**config.mk**
```make
export PLATFORM = sky130hd
export DESIGN_NAME = uart_cmd_ctrl
export DESIGN_NICKNAME = d
export VERILOG_FILES = /design/src/rtl/uart_cmd_ctrl.sv
export SDC_FILE = /design/constraint.sdc
export NUM_CORES = 1
export LEC_CHECK = 0
export CAP_MARGIN = 10
export CORE_UTILIZATION = 30
export CTS_BUF_LIST = sky130_fd_sc_hd__clkbuf_2
export DETAILED_ROUTE_END_ITERATION = 10
export PLACE_DENSITY_LB_ADDON = 0.25
export SLEW_MARGIN = 10
export SYNTH_ARGS = -nofsm -noshare
export SYNTH_HDL_FRONTEND = slang
export SYNTH_SLANG_ARGS = --single-unit
```
**constraint.sdc**
```tcl
create_clock -name clk -period 2.9 [get_ports clk]
set_clock_uncertainty 0.2 [all_clocks]
set_input_delay 0.29 -clock clk [delete_from_list [all_inputs] [get_ports clk]]
set_output_delay 0.29 -clock clk [all_outputs]
set_load 0.02 [all_outputs]
```
**src/rtl/uart_cmd_ctrl.sv**
```systemverilog
// uart_cmd_ctrl: single-character run/stop/clear decoder with echo/NAK reply handshake
module uart_cmd_ctrl #(
    parameter logic [7:0] CMD_RUN    = 8'h72,
    parameter logic [7:0] CMD_STOP   = 8'h73,
    parameter logic [7:0] CMD_CLEAR  = 8'h63,
    parameter logic [7:0] NAK_CHAR   = 8'h3F,
    parameter int         TX_TIMEOUT = 1_000_000
) (
    input  logic       clk,
    input  logic       reset,
    input  logic [7:0] i_rx_data,
    input  logic       i_rx_done,
    output logic       o_tx_start,
    output logic [7:0] o_tx_data,
    input  logic       i_tx_done,
    output logic       o_run,
    output logic       o_clear,
    output logic       o_busy,
    output logic [7:0] o_drop_cnt,
    output logic       o_tx_err
);
    localparam int CW = $clog2(TX_TIMEOUT);
    typedef enum logic [1:0] {IDLE, DECODE, SEND, WAIT_DONE} state_t;
    state_t state;
    logic [7:0] cmd_reg;
    logic [CW-1:0] tmo;
    logic is_run, is_stop, is_clr;
    logic [7:0] drop_inc;
    // Clearing bit 5 maps the lowercase command letter onto its uppercase twin
    assign is_run   = cmd_reg == CMD_RUN   || cmd_reg == (CMD_RUN   & 8'hDF);
    assign is_stop  = cmd_reg == CMD_STOP  || cmd_reg == (CMD_STOP  & 8'hDF);
    assign is_clr   = cmd_reg == CMD_CLEAR || cmd_reg == (CMD_CLEAR & 8'hDF);
    assign drop_inc = o_drop_cnt == 8'hFF ? o_drop_cnt : o_drop_cnt + 8'd1;
    assign o_busy   = state != IDLE;
    // Command FSM; a CLEAR decode is written after the drop increment so it wins
    always_ff @(posedge clk) begin
        if (!reset) begin
            state      <= IDLE;
            cmd_reg    <= 8'h00;
            tmo        <= '0;
            o_tx_start <= 1'b0;
            o_tx_data  <= 8'h00;
            o_run      <= 1'b0;
            o_clear    <= 1'b0;
            o_drop_cnt <= 8'h00;
            o_tx_err   <= 1'b0;
        end else begin
            if (state != IDLE && i_rx_done)
                o_drop_cnt <= drop_inc;
            case (state)
                IDLE: if (i_rx_done) begin
                    cmd_reg <= i_rx_data;
                    state   <= DECODE;
                end
                DECODE: begin
                    if (is_run)
                        o_run <= 1'b1;
                    if (is_stop)
                        o_run <= 1'b0;
                    if (is_clr) begin
                        o_clear    <= 1'b1;
                        o_drop_cnt <= 8'h00;
                        o_tx_err   <= 1'b0;
                    end
                    o_tx_data  <= (is_run || is_stop || is_clr) ? cmd_reg : NAK_CHAR;
                    o_tx_start <= 1'b1;
                    state      <= SEND;
                end
                SEND: begin
                    o_tx_start <= 1'b0;
                    o_clear    <= 1'b0;
                    tmo        <= '0;
                    state      <= WAIT_DONE;
                end
                WAIT_DONE: begin
                    if (i_tx_done)
                        state <= IDLE;
                    else if (tmo == CW'(TX_TIMEOUT - 1)) begin
                        o_tx_err <= 1'b1;
                        state    <= IDLE;
                    end else
                        tmo <= tmo + 1'b1;
                end
                default: state <= IDLE;
            endcase
        end
    end
endmodule
```
After elaboration in Yosys (flattened, before gate mapping)
Index checks and enable logic that the tools add are counted.

Add/sub/neg operators: 2. Reductions and logical operators: 18. Mux-type cells: 21. Equality and inequality tests: 17.

Operator list (number): 8-bit by 7-bit equality test with 1-bit output (second input constant) (6); 20-bit two-way mux (2); 8-bit two-way mux (5); 20-bit case mux with 2 select lines (1); 20-bit by 1-bit adder with 20-bit output (second input constant) (1); 20-bit equality test (second input constant) (1); 2-bit inequality test (second input constant) (5); 2-bit nonzero test (5); 8-bit by 1-bit adder with 8-bit output (second input constant) (1); 8-bit equality test (second input constant) (1); 2-bit case mux with 4 select lines (1); 2-bit AND reduction (4); 1-bit two-way mux (6); 2-bit two-way mux (3); 1-bit case mux with 2 select lines (3); 1-bit logical OR (5); 2-bit equality test (second input constant) (2); 4-bit AND reduction (1); 3-bit inequality test (second input constant) (1); 3-bit AND reduction (1); 2-bit by 1-bit equality test with 1-bit output (second input constant) (1); 2-bit logical NOT (1); 1-bit logical AND (1).

Register bits: 50. Output and inout port bits: 21. Word-level logic and storage cells: 67. Bits of input ports: 12.

Longest topological paths before layout
Depth after elaboration: 5. Depth in mapped cells: 9. Gate-level depth less buffers: 7.

Worst setup path after synthesis
OpenSTA, ideal clock, no wires.

Path kind: flip-flop to flip-flop. Start point: register state[1]. End point: register o_drop_cnt[6]. Setup time: 131 ps. Period minus slack after synthesis: 1980 ps. Data arrival time: 1649 ps. Path buffers: 1. Data required time: 2569 ps. Cell stages (with the launch flop): 8. Setup slack: 920 ps. Cell sequence: dfxtp_1 > inv_1 > ha_1 > buf_2 > inv_1 > or4_1 > o21ai_2 > nor3_1.

Cells in the longest elaborated chain, start to end: 5. Elaborated cells on any way between the ends: 6. Classes of those cells: eq/ne (1); mux (3); reduce/logical (2).

Ends and longest elaborated chain: start: declaration (line 24) `state_t state;`; start signal: assignment (line 38) `state <= IDLE;`; start signal: assignment (line 53) `state <= DECODE;`; start signal: assignment (line 67) `state <= SEND;`; 2-bit nonzero test (line 48) `if (state != IDLE && i_rx_done)`; 1-bit logical AND (line 48); 8-bit two-way mux (line 48); 8-bit two-way mux (line 60) `if (is_clr) begin`; 8-bit two-way mux (*) (line 50) `case (state)`; end signal: assignment (line 49) `o_drop_cnt <= drop_inc;`; end: declaration (line 19) `output logic [7:0] o_drop_cnt,`.

Mark *: on every way between the ends. The rest lies on a longest branch, timed or not. A chain may end at the register's enable or synchronous reset.

Final worst setup path
Start point: register state[0]. End point: output port o_busy.

Cells in the longest elaborated chain, start to end: 1.

Ends and longest elaborated chain: 2-bit nonzero test (line 34) `assign o_busy = state != IDLE;`; end: declaration (line 18) `output logic o_busy,`.

No other way between the ends.

==> flow_summary.ini <==
[status]
status = complete, no violations

[clock_network]
ctsHoldBuffers = 0
cts_sinks = 50
cts.htree.levels = 2
clkLatencyLatePin_ns = 0.43
cts_buffers = 5
cts-root-buf = clkbuf_2
clkTransAtPathRegs_ns = 0.27
postCtsResizedCells = 0
post_cts_buffers = 0
cts_max_path_buffers = 2
cts_tree = yes

[power_and_ir_drop]
p_leak_nw = 1.10
power_density_nw_per_um2 = 619
pwr-share-seq = 0.448
p_switching_mw = 0.615
pwr-share-clk = 0.255
p_total_mw = 1.84
ir_drop_mv = 0.316
comb_power_share = 0.297
power.internal_mw = 1.22
sw_frac_of_total = 0.334

[global_route]
grt_pass1_vias = 1995
grt.overflow.total = 0
grt_max_degree = 24
grtUsageTotal = 0.134
grt_pass1_wl_um = 9380
antenna_found_initial = 0

[placement]
place_area_sq_um = 2880
port_buffers = 32
dpl.hpwl_um = 3920
gp_congestion = 0.745

[route]
vias_per_cell = 5.09
routed_wl_um = 5440
firstDrtPassIters = 4
route.detailed.drc = 0
wire_per_inst_um = 13.4
num_vias = 2073
drtAntennaViolNets = 0
drtIter0Drc = 69

[layout]
largest_reg_flops = 20
regArea_sq_um = 1000
drive_above_1_share = 0.0918
multiInputGateArea_sq_um = 1390
num_antenna_cells = 0
areaGrowthSynthToFinish_pct = 18.9
layout_commonest_cell = dfxtp_1
largest-register = tmo
postLayoutCellArea_sq_um = 2970
layout_common_cells = dfxtp_1 (50), clkdlybuf4s50_1 (32), nand2_1 (30)
fin_nets = 322
fillerInstances = 784

[critical_path]
crit_type = register to output port
endpoint_kind = output port
start_kind = register
crit_path_max_fanout = 14
required_ns = 2.41
critical_path_arrival_ns = 2.04

[timing]
setup_viol = 0
fin_crit_ns = 2.53
tightest_slew_ns = 0.537
relSlewSlack = 0.641
fin_crit_sh = 0.872
finalHoldViolCount = 0
rsz0062_at_grt = false
fin_tns_setup_ns = 0
fmax_ghz = 0.395
slew_viol_final = 0

[job]
cap_violations = 0

[die]
rows = 32
chipHeight_um = 93.3
io_pins = 33
die_w_um = 93.3
dieArea_sq_um = 8700
core_area_sq_um = 7890
initial_core_util = 0.317

[logic_synthesis]
syn_avg_cell_area_sq_um = 9.12
yosysUniqueCellTypes = 65
syn-cell-area_sq_um = 2500
async_flop_share = 0
synth-seq-area-share = 0.400
syn-instance-count = 274
synth_edf_count = 0
ys_seq_elements = 50
synth-main-ff-cell = dfxtp_1
syn-num-nets = 292
ys_warn_count = 0

[hold_path]
hold_path.class = input pin to register
[final timing paths]
kind | cells past startpoint | slack, ns | endpoint | from
hold / removal | 3 | 0.18 | cmd_reg[0] | i_rx_data[0]
setup reg to reg | 6 | 0.56 | o_drop_cnt[6] | state[1]
setup / recovery | 4 | 0.37 | o_busy | state[0]
hold reg to reg | 2 | 0.29 | cmd_reg[1] | cmd_reg[1]
[layer usage]
layer / global-route usage / routed length, um
met1: 0.173 / 2650
met2: 0.225 / 2510
met3: 0.0285 / 219
met4: 0.0346 / 58
met5: 0 / 0
[Yosys cell counts, types with 4 or more instances]
library cell,number,area share
a21boi_0,11,0.033
nor2_1,22,0.033
mux2i_1,7,0.028
ha_1,6,0.030
nand2b_1,7,0.018
nand4_1,5,0.013
nor4_1,4,0.010
a21oi_1,8,0.016
nand2_1,30,0.045
and3_1,4,0.010
nand3_1,20,0.040
o22a_1,7,0.025
nor3_1,6,0.012
xor2_1,4,0.014
o21ai_0,4,0.0080
inv_1,8,0.012
dfxtp_1,50,0.40
[power groups by stage]
| stage | sequential (mW) | combinational, mW | clock [mW] |
|---|---|---|---|
| 2_1_floorplan | 0.884 | 0.324 | 0 |
| 3_3_place_gp | 0.834 | 0.545 | 0 |
| 3_5_place_dp | 0.837 | 0.550 | 0 |
| 4_1_cts | 0.824 | 0.554 | 0.487 |
| 5_1_grt | 0.836 | 0.608 | 0.515 |
| 6_report | 0.823 | 0.546 | 0.470 |
[critical path, cell delays in order, from the launching register on]
cell and delay, ns:
dfxtp_1 0.43, inv_1 0.08, ha_1 0.38, inv_1 0.11, clkdlybuf4s50_1 0.61
[cell type report]
| type | count | share of cell area |
|---|---|---|
| Multi-Input combinational cell | 206 | 0.468 |
| Sequential cell | 50 | 0.337 |
| Timing Repair Buffer | 33 | 0.110 |
| Tap cell | 102 | 0.0429 |
| Clock inverter | 3 | 0.0231 |
| Inverter | 8 | 0.0101 |
| Clock buffer | 5 | 0.00842 |
[metrics by stage]
| stage | instances | worst slack (ns) | hold WS, ns | utilization |
|---|---|---|---|---|
| after global placement | 399 | 0.617 | 0.249 | 0.365 |
| after global routing | 407 | 0.240 | 0.135 | 0.377 |
| after floorplan | 274 | 0.920 | 0.238 | - |
| final | 407 | 0.371 | 0.182 | 0.377 |
| after CTS | 407 | 0.343 | 0.153 | 0.377 |
| after detailed placement | 399 | 0.567 | 0.248 | 0.365 |
[cells by family after synthesis]
group                    Yosys count  share of synthesized area
AND/OR/NAND/NOR                  130                      0.300
AO/OA/AOI/OAI                     57                      0.178
flip-flops                        50                      0.400
buffers and inverters             18                     0.0425
multiplexers                       7                     0.0280
XOR/XNOR                           6                     0.0210
adder cells (fa/ha/maj)            6                     0.0300
No activity file was read; power rests on OpenSTA's default activity.
